File: src/rtl/data_stack_ctrl_if.sv
// Command handshake between the instruction sequencer and the data-stack controller.
interface data_stack_ctrl_if #(
  parameter int DATA_WIDTH = 16
);
  logic                  cmd_valid;
  logic [1:0]            cmd_op;
  logic [DATA_WIDTH-1:0] cmd_data;
  logic                  cmd_ready;

  modport master (output cmd_valid, output cmd_op, output cmd_data, input cmd_ready);
  modport slave  (input cmd_valid, input cmd_op, input cmd_data, output cmd_ready);
endinterface

File: src/rtl/data_stack_ctrl.sv
// Forth data-stack controller: TOS/NOS cached in registers, deeper cells spilled to memory.
// Optional high-water-mark register enabled by defining DSTACK_HWM_EN.
module data_stack_ctrl #(
  parameter int DATA_WIDTH  = 16,
  parameter int ADDR_WIDTH  = 16,
  parameter int BASE_ADDR   = 0,
  parameter int STACK_DEPTH = 256
) (
  input  logic                  clock,
  input  logic                  reset,
  data_stack_ctrl_if.slave      cmd,
  output logic [DATA_WIDTH-1:0] tos,
  output logic [DATA_WIDTH-1:0] nos,
  output logic [ADDR_WIDTH:0]   depth,
  output logic                  overflow,
  output logic                  underflow,
  output logic [DATA_WIDTH-1:0] mem_data,
  output logic [ADDR_WIDTH-1:0] mem_write_addr,
  output logic [ADDR_WIDTH-1:0] mem_read_addr,
  output logic                  mem_we,
  input  logic [DATA_WIDTH-1:0] mem_q,
  output logic [ADDR_WIDTH:0]   high_water
);

  typedef enum logic {IDLE, REFILL} state_t;

  localparam logic [1:0] OP_REPLACE     = 2'b00;
  localparam logic [1:0] OP_PUSH        = 2'b01;
  localparam logic [1:0] OP_POP         = 2'b10;
  localparam logic [1:0] OP_POP_REPLACE = 2'b11;

  localparam logic [ADDR_WIDTH-1:0] BASE_L = ADDR_WIDTH'(BASE_ADDR);
  localparam logic [ADDR_WIDTH:0]   SD_L   = (ADDR_WIDTH+1)'(STACK_DEPTH);
  localparam logic [ADDR_WIDTH:0]   ONE    = (ADDR_WIDTH+1)'(1);
  localparam logic [ADDR_WIDTH:0]   TWO    = (ADDR_WIDTH+1)'(2);

  state_t                  state_reg, state_next;
  logic [DATA_WIDTH-1:0]   tos_reg, tos_next;
  logic [DATA_WIDTH-1:0]   nos_reg, nos_next;
  logic [ADDR_WIDTH:0]     depth_reg, depth_next;
  logic                    overflow_reg, overflow_next;
  logic                    underflow_reg, underflow_next;
  logic [ADDR_WIDTH:0]     sp;
  logic                    ready;

  // Spilled count: everything below the two cached cells.
  assign sp = (depth_reg >= TWO) ? (depth_reg - TWO) : '0;

  assign mem_write_addr = BASE_L + sp[ADDR_WIDTH-1:0];
  assign mem_read_addr  = BASE_L + sp[ADDR_WIDTH-1:0] - ADDR_WIDTH'(1);
  assign mem_data       = nos_reg;

  always_ff @(posedge clock) begin
    if (reset) begin
      state_reg     <= IDLE;
      tos_reg       <= '0;
      nos_reg       <= '0;
      depth_reg     <= '0;
      overflow_reg  <= 1'b0;
      underflow_reg <= 1'b0;
    end else begin
      state_reg     <= state_next;
      tos_reg       <= tos_next;
      nos_reg       <= nos_next;
      depth_reg     <= depth_next;
      overflow_reg  <= overflow_next;
      underflow_reg <= underflow_next;
    end
  end

  always_comb begin
    state_next     = state_reg;
    tos_next       = tos_reg;
    nos_next       = nos_reg;
    depth_next     = depth_reg;
    overflow_next  = overflow_reg;
    underflow_next = underflow_reg;
    mem_we         = 1'b0;
    ready          = 1'b0;
    case (state_reg)
      IDLE: begin
        ready = 1'b1;
        if (cmd.cmd_valid) begin
          case (cmd.cmd_op)
            OP_REPLACE: begin
              if (depth_reg == '0) underflow_next = 1'b1;
              else                 tos_next       = cmd.cmd_data;
            end
            OP_PUSH: begin
              if (depth_reg >= TWO && sp == SD_L) begin
                overflow_next = 1'b1;
              end else begin
                tos_next   = cmd.cmd_data;
                nos_next   = tos_reg;
                depth_next = depth_reg + ONE;
                mem_we     = (depth_reg >= TWO);
              end
            end
            OP_POP: begin
              if (depth_reg == '0) begin
                underflow_next = 1'b1;
              end else begin
                tos_next   = nos_reg;
                depth_next = depth_reg - ONE;
                if (sp != '0) state_next = REFILL;
                else          nos_next   = '0;
              end
            end
            default: begin
              if (depth_reg < TWO) begin
                underflow_next = 1'b1;
              end else begin
                tos_next   = cmd.cmd_data;
                depth_next = depth_reg - ONE;
                if (sp != '0) state_next = REFILL;
                else          nos_next   = '0;
              end
            end
          endcase
        end
      end
      default: begin
        // mem_q holds ram[old sp-1], addressed during the accept cycle.
        nos_next   = mem_q;
        state_next = IDLE;
      end
    endcase
  end

  assign cmd.cmd_ready = ready;
  assign tos           = tos_reg;
  assign nos           = nos_reg;
  assign depth         = depth_reg;
  assign overflow      = overflow_reg;
  assign underflow     = underflow_reg;

`ifdef DSTACK_HWM_EN
  logic [ADDR_WIDTH:0] high_water_reg;

  always_ff @(posedge clock) begin
    if (reset)                        high_water_reg <= '0;
    else if (depth_reg > high_water_reg) high_water_reg <= depth_reg;
  end

  assign high_water = high_water_reg;
`else
  assign high_water = '0;
`endif

endmodule

File: src/flat_wrapper.sv
// flat-port wrapper written by rule: the top's interface ports become plain ports
module data_stack_ctrl_flat 
#(
  parameter int DATA_WIDTH  = 16,
  parameter int ADDR_WIDTH  = 16,
  parameter int BASE_ADDR   = 0,
  parameter int STACK_DEPTH = 256
)
  (clock, reset, tos, nos, depth, overflow, underflow, mem_data, mem_write_addr, mem_read_addr, mem_we, mem_q, high_water, cmd_cmd_valid, cmd_cmd_op, cmd_cmd_data, cmd_cmd_ready);
  data_stack_ctrl_if #(.DATA_WIDTH(DATA_WIDTH)) cmd_i ();
  input  logic clock;
  input  logic reset;
  output logic [DATA_WIDTH-1:0] tos;
  output logic [DATA_WIDTH-1:0] nos;
  output logic [ADDR_WIDTH:0] depth;
  output logic overflow;
  output logic underflow;
  output logic [DATA_WIDTH-1:0] mem_data;
  output logic [ADDR_WIDTH-1:0] mem_write_addr;
  output logic [ADDR_WIDTH-1:0] mem_read_addr;
  output logic mem_we;
  input  logic [DATA_WIDTH-1:0] mem_q;
  output logic [ADDR_WIDTH:0] high_water;
  input wire logic [$bits(cmd_i.cmd_valid)-1:0] cmd_cmd_valid;
  input wire logic [$bits(cmd_i.cmd_op)-1:0] cmd_cmd_op;
  input wire logic [$bits(cmd_i.cmd_data)-1:0] cmd_cmd_data;
  output wire logic [$bits(cmd_i.cmd_ready)-1:0] cmd_cmd_ready;
  assign cmd_i.cmd_valid = cmd_cmd_valid;
  assign cmd_i.cmd_op = cmd_cmd_op;
  assign cmd_i.cmd_data = cmd_cmd_data;
  assign cmd_cmd_ready = cmd_i.cmd_ready;
  data_stack_ctrl #(.DATA_WIDTH(DATA_WIDTH), .ADDR_WIDTH(ADDR_WIDTH), .BASE_ADDR(BASE_ADDR), .STACK_DEPTH(STACK_DEPTH)) u_core (.clock(clock), .reset(reset), .cmd(cmd_i), .tos(tos), .nos(nos), .depth(depth), .overflow(overflow), .underflow(underflow), .mem_data(mem_data), .mem_write_addr(mem_write_addr), .mem_read_addr(mem_read_addr), .mem_we(mem_we), .mem_q(mem_q), .high_water(high_water));
endmodule
File: config.mk
export PLATFORM = sky130hd
export DESIGN_NAME = data_stack_ctrl_flat
export DESIGN_NICKNAME = d
export VERILOG_FILES = /design/src/rtl/data_stack_ctrl_if.sv /design/src/rtl/data_stack_ctrl.sv /design/src/flat_wrapper.sv
export SDC_FILE = /design/constraint.sdc
export NUM_CORES = 1
export LEC_CHECK = 0
export ABC_AREA = 1
export BUFFER_PORTS_ARGS = -buffer_cell sky130_fd_sc_hd__buf_2
export CORE_MARGIN = 2
export CORE_UTILIZATION = 53
export CTS_BUF_LIST = sky130_fd_sc_hd__clkbuf_8
export DETAILED_ROUTE_END_ITERATION = 7
export PLACE_DENSITY = 0.89
export SLEW_MARGIN = 10
export SYNTH_ARGS = -nofsm -noshare
export SYNTH_HDL_FRONTEND = slang
export SYNTH_SLANG_ARGS = --single-unit
File: constraint.sdc
create_clock -name clock -period 3.7 [get_ports clock]
set_input_delay 0.555 -clock clock [delete_from_list [all_inputs] [get_ports clock]]
set_output_delay 0.555 -clock clock [all_outputs]
set_load 0.005 [all_outputs]
==> flow_metrics.tcl, run 1 <==
set metrics [dict create \
    drc 0 \
    synth_top_area_frac 0.2282 \
    die_height_microns 96.78 \
    setup_slack_ns 0.2128 \
    cp_max_fo 8 \
    max-cap-violations 0 \
    rows 33 \
    cts_hold_buf 0 \
    coreArea_sq_mm 0.008299 \
    required_ns 3.14 \
    synthArstFlopShare 0 \
    num_io_pins 155 \
    path_class "register to output pin" \
    skew_ns 0.007630 \
    n_antenna_cell 0 \
    grt_usage 0.2397 \
    power.internal_mw 1.213 \
    cts-htree-levels 2 \
    synthXorXnorAreaFrac 0.05568 \
    utilization 0.6324 \
    grt_pass1_vias 4240 \
    fin_crit_ns 3.487 \
    p_sw_mw 1.001 \
    swShare 0.4522 \
    drt_iter0_markers 337 \
    finalSetupViolations 0 \
    synth_edf_count 0 \
    ys.warnings.count 0 \
    synthSimpleGateAreaFrac 0.3434 \
    crit_buf_inv 4 \
    end_kind "output pin" \
    rr_startpoint "u_core.depth[1]$_SDFFE_PP0P_" \
    synth_compound_area_frac 0.1404 \
    port_buffers 137 \
    cp_slowest_cell "dfxtp_4" \
    dieArea_sq_mm 0.009365 \
    design_area_sq_mm 0.005249 \
    gp_congestion 0.8944 \
    cts_root_buf "clkbuf_8" \
    fin_crit_sh 0.9425 \
    synth_top_family_by_area "simple AND/OR/NAND/NOR gates" \
    slowest_delay_ns 0.39 \
    ir_drop_mv 0.2532 \
    die_w_microns 96.78 \
    powerDensity_mw_per_mm2 421.8 \
    ff2ff_path_depth 16 \
    nFillCells 776 \
    nets 905 \
    synthCells 733 \
    synth_top_cell_by_area "dfxtp_1" \
    area_growth_pct 15.06 \
    critPathArrivalTime_ns 2.93 \
    ys_ff_latch 52 \
    finalSetupTns_ns 0 \
    vias 4846 \
    grt_max_degree 36 \
    start_util 0.5497 \
    synth.yosys.seq_area_share 0.2282 \
    syn_area_sq_mm 0.004562 \
    vias_per_cell 5.096 \
    clk_latency_ns 0.31 \
    reg2reg_to "u_core.depth[15]$_SDFFE_PP0P_" \
    dp_slack_ns 0.3984 \
    cts.sinks 52 \
    dr.pass1.iters 5 \
    p_seq_frac 0.311 \
    worst_slew_pin_slew_ns 0.9616 \
    cp-start-kind "register" \
    drive_above_1_share 0.2376 \
    antenna_found_initial 0 \
    min_path_cells 2 \
    routed_wirelength_microns 11820 \
    comb_power_share 0.532 \
    hold_viol_final 0 \
    synth.area.top_cells "dfxtp_1 23%, nand2_1 14%, nor2_1 7.8%" \
    r2r_slack_ns 0.71 \
    clk_pin_slew_ns 0.11 \
    avgSynthCellArea_sq_um 6.224 \
    synth_ff_type "dfxtp_1" \
    min_to "u_core.tos[14]$_SDFFE_PP0P_" \
    crit_top_cell "nand2_1" \
    postPlaceCellArea_sq_mm 0.005119 \
    pwr-share-clk 0.157 \
    path_cells "inv_2 -> ha_4 -> nand2_1 -> nor2_2 -> nand2_1 -> nor2_4 -> nand2_2 -> inv_6 -> nor2_1 -> inv_1 -> ha_2 -> nand2_2 -> nor3_4 -> nand2_1 -> nor2_2 -> nand2_1 -> nor2_2 -> xor2_1 -> buf_2" \
    path_delay_family "simple AND/OR/NAND/NOR gates" \
    dp_hpwl_microns 9018 \
    slew_headroom 0.3583 \
    synth-adder-area-share 0.06473 \
    muxShareOfSynthArea 0 \
    wl_per_cell_microns 12.43 \
    grt_first_pass_wirelength_microns 19380 \
    globalRouteOverflowTotal 0 \
    hp-class "input pin to register" \
    cts_tree "yes" \
    fmax_mhz 286.8 \
    leakage_nw 2.958 \
    clockBufferDepth 2 \
    status "complete, no violations" \
    antenna_left 0 \
    numCtsBuffers 5 \
    slew_violations 0 \
    worstHoldStart "reset" \
    synth.distinct_cells 39 \
    largest_reg_flops 17 \
]
==> metrics by stage <==
stage / std cells / power, mW / hold WS, ns
after floorplan: 749 / 1.527 / 0.4405
after global placement: 941 / 1.831 / 0.4325
after detailed placement: 941 / 1.855 / 0.4383
after CTS: 949 / 2.196 / 0.4343
after global routing: 951 / 2.399 / 0.4284
final: 951 / 2.214 / 0.4412
==> cell families (layout without fill, tap and decap cells) <==
kind of cell / Yosys count / in the layout
other cells: 1 / 17
buf+inv: 157 / 254
xor+xnor: 29 / 29
compound gates: 116 / 116
simple gates: 355 / 355
fa+ha+maj: 23 / 23
flops: 52 / 52
==> layout by cell type, fill, tap and decap left out, drive strengths merged, types with 17 or more instances in the layout <==
master  count
buf       148
nor2      112
o21ai      46
nand3      52
a21oi      48
ha         22
dfxtp      52
nand2     175
inv        97
conb       17
xor2       24
==> power groups by stage <==
| stage | clock [mW] | combinational, mW | sequential (mW) |
|---|---|---|---|
| floorplan | 0 | 0.836 | 0.691 |
| global placement | 0 | 1.13 | 0.698 |
| detailed placement | 0 | 1.16 | 0.699 |
| CTS | 0.349 | 1.16 | 0.686 |
| global route | 0.376 | 1.33 | 0.698 |
| finish | 0.348 | 1.18 | 0.688 |
==> how the worst max path moves through the flow <==
stage | from | to | slack (ns) | cells after the start
floorplan | cmd_cmd_op[1] | u_core.depth[14]$_SDFFE_PP0P_ | 0.35 | 15
global placement | u_core.depth[1]$_SDFFE_PP0P_ | mem_read_addr[14] | 0.50 | 19
detailed placement | u_core.depth[1]$_SDFFE_PP0P_ | mem_read_addr[14] | 0.40 | 19
CTS | u_core.depth[1]$_SDFFE_PP0P_ | mem_read_addr[14] | 0.05 | 19
global route | u_core.depth[1]$_SDFFE_PP0P_ | mem_read_addr[14] | -0.03 | 19
finish | u_core.depth[1]$_SDFFE_PP0P_ | mem_read_addr[14] | 0.21 | 19
==> cell usage after synthesis, types with 6 or more instances <==
cell type,n
dfxtp_1,52
buf_4,37
nor2_1,95
nand2_1,169
ha_1,22
a21oi_1,47
clkbuf_1,13
nand4_1,7
inv_2,6
nor3_1,6
nor2_2,12
nand3_1,48
xor2_1,24
o31ai_1,15
inv_1,89
o21ai_0,42
nand2_2,6
==> worst register-to-register path, stage by stage, from the launching register on <==
cell	delay, ns
dfxtp_4	0.39
inv_2	0.10
ha_4	0.16
nand2_1	0.06
nor2_2	0.10
nand2_1	0.11
nor2_4	0.14
nand2_2	0.11
buf_4	0.20
nand3_1	0.19
nand2_1	0.17
nor2_4	0.18
nand4_4	0.14
nand2_2	0.42
inv_1	0.16
o21ai_0	0.19
nor2_1	0.05
==> area by class of cell <==
class                           count  area, sq um  share of cell area
Timing Repair Buffer              148        768.2              0.1464
Inverter                           98        372.9             0.07104
Clock buffer                        5        68.82             0.01311
Sequential cell                    52         1045              0.1990
Clock inverter                      3        22.52            0.004291
Tap cell                          105        131.4             0.02503
Multi-Input combinational cell    540         2840              0.5411
==> layer usage <==
metal	wire (microns)	GRT usage	vias up
li1	-	-	2498
met1	5344	0.3260	2150
met2	5476	0.3900	180
met3	733	0.03468	18
met4	267	0.08017	0
met5	0	0	-
==> what timing repair did <==
| action | in CTS | in global routing |
|---|---|---|
| setup buffers | 0 | 2 |
| gates resized for setup | 0 | 9 |
| setup endpoints to repair | 0 | 3 |
Power figures use the tool's default switching activity.
==> inputs of run 2 (changes only) <==
Settings changed: PLACE_DENSITY 0.89 to not set, PLACE_DENSITY_LB_ADDON set to 0.12.
==> flow_metrics.tcl, run 2 (synthesized netlist as in run 1, its figures left out) <==
set metrics [dict create \
    n_antenna_cell 0 \
    gp_congestion 0.9108 \
    multi_input_area_sq_mm 0.002867 \
    path_cells "inv_2 -> ha_4 -> nand2_1 -> nor2_2 -> nand2_2 -> nor2_4 -> nand2_8 -> inv_6 -> nor2_1 -> inv_1 -> ha_2 -> nand2_2 -> nor3_4 -> nand2_2 -> nor2_4 -> nand2_2 -> nor2_2 -> xor2_1 -> buf_2" \
    port_buffers 137 \
    slew_violations 0 \
    vias 4841 \
    globalRouteOverflowTotal 0 \
    antenna_left 0 \
    dp_hpwl_microns 9461 \
    area_growth_pct 15.14 \
    grt_first_pass_wirelength_microns 20010 \
    cts-htree-levels 2 \
    cts_tree "yes" \
    skew_ns 0.005301 \
    fmax_mhz 288.5 \
    layout.cells.non_filler 949 \
    cp_slowest_cell "dfxtp_1" \
    finalSetupViolations 0 \
    routed_wirelength_microns 12300 \
    critPathArrivalTime_ns 2.91 \
    clockBufferDepth 2 \
    rr_startpoint "u_core.depth[9]$_SDFFE_PP0P_" \
    cp_max_fo 14 \
    topRoutingLayerUsed "met4" \
    end_kind "output pin" \
    grt_pass1_vias 4359 \
    nFillCells 812 \
    drt_iter0_markers 371 \
    cts_root_buf "clkbuf_8" \
    hp-class "input pin to register" \
    reg2reg_to "u_core.tos[8]$_SDFFE_PP0P_" \
    hold_viol_final 0 \
    r2r_slack_ns 0.64 \
    slowest_delay_ns 0.33 \
    cts.sinks 52 \
    leakage_nw 2.954 \
    coreArea_sq_mm 0.008299 \
    fin_crit_ns 3.467 \
    nets 903 \
    cp-start-kind "register" \
    startpoint "u_core.depth[1]$_SDFFE_PP0P_" \
    cts_setup_buffers 0 \
    ff2ff_path_depth 15 \
    die_height_microns 96.78 \
    drive_above_1_share 0.2393 \
    min_path_cells 2 \
    min_to "u_core.tos[14]$_SDFFE_PP0P_" \
    grt_max_degree 35 \
    dieArea_sq_mm 0.009365 \
    path_delay_family "simple AND/OR/NAND/NOR gates" \
    path_class "register to output pin" \
    ff_latch_area_sq_mm 0.001042 \
    cts_hold_buf 0 \
    numCtsBuffers 5 \
    required_ns 3.14 \
    num_io_pins 155 \
    dp.cells 941 \
    status "complete, no violations" \
    finalSetupTns_ns 0 \
    clk_latency_ns 0.31 \
    wl_met1_microns 5699 \
    ir_drop_mv 0.2126 \
    grt_usage 0.2502 \
    clk_pin_slew_ns 0.10 \
    layout_common_cells "165 x nand2_1, 137 x buf_2, 94 x nor2_1, 87 x inv_1, 51 x dfxtp_1" \
    max-cap-violations 0 \
    vias_per_cell 5.101 \
    start_util 0.5497 \
    die_w_microns 96.78 \
    crit_top_cell "nand2_2" \
    crit_buf_inv 4 \
    drc 0 \
    antenna_found_initial 0 \
    slew_headroom 0.4225 \
    met2_length_microns 5730 \
    wl_per_cell_microns 12.96 \
    worst_slew_pin_slew_ns 0.8654 \
    powerDensity_mw_per_mm2 423.6 \
    fin_crit_sh 0.9370 \
    rows 33 \
    largest_reg_flops 17 \
    dr.pass1.iters 5 \
    worstHoldStart "reset" \
    dr_wl_met3_microns 696 \
    final_common_cell "nand2_1" \
]
-- run 2: cell count changes in the layout (fill, tap and decap cells not counted) --
cell,before,now
nand2_1,168,165
buf_4,11,9
nand2_2,7,9
clkinv_4,1,0
dfxtp_2,0,1
dfxtp_4,1,0
inv_2,8,9
nand2_8,0,1
nor2_2,13,12
nor2_4,5,6
-- run 2: routing by layer --
metal	vias up	GRT usage
li1	2496	-
met5	-	0
met1	2173	0.3471
met3	16	0.03251
met4	0	0.07151
met2	156	0.4081
-- run 2: worst reg2reg max path, stage by stage (launching register included) --
cell and delay (ns):
dfxtp_1 0.43, nor2_4 0.20, nand2_2 0.10, nor2_4 0.18, nand3_2 0.17, nand2_8 0.16, inv_6 0.06, nor2_1 0.23
inv_1 0.12, ha_1 0.19, nand2_1 0.10, nor2_4 0.06, nand4_4 0.12, nand3_2 0.49, nor2_1 0.30, nor2_1 0.07
-- run 2: timing repair --
item	4_1_cts	5_1_grt
gates cloned	0	0
pin swaps	0	2
endpoints found under the setup margin	1	2
gates resized for setup	1	14
endpoints found under the hold margin	0	0
-- run 2: where the power goes --
part / internal (mW) / switching (mW)
clock network: 0.133 / 0.210
logic: 0.460 / 0.733
registers: 0.619 / 0.0692
-- run 2: worst max path at each step --
stage,cells after the start,slack [ns],end
after floorplan,15,0.35,u_core.depth[14]$_SDFFE_PP0P_
after global placement,19,0.46,mem_read_addr[14]
after detailed placement,19,0.29,mem_read_addr[14]
after CTS,19,0.04,mem_read_addr[14]
after global routing,19,-0.003,mem_read_addr[14]
final,19,0.23,mem_read_addr[14]
-- run 2: layout make-up --
cell class              count  share of cell area
multi-input cells         540              0.5457
flip-flops and latches     52              0.1984
repair buffers            146              0.1434
inverters                  98             0.07099
well taps                 105             0.02501
clock buffers               5             0.01310
clock inverters             3            0.003335
-- run 2: stage by stage --
stage	area, sq um	worst slack (ns)	hold slack [ns]	util	power [mW]
floorplan	4622	0.3502	0.4405	-	1.527
global placement	5119	0.4622	0.4328	0.6168	1.843
finish	5253	0.2332	0.4435	0.6329	2.225
CTS	5210	0.03759	0.4394	0.6278	2.212
global route	5253	-0.002555	0.4346	0.6329	2.408
detailed placement	5119	0.2905	0.4600	0.6168	1.866
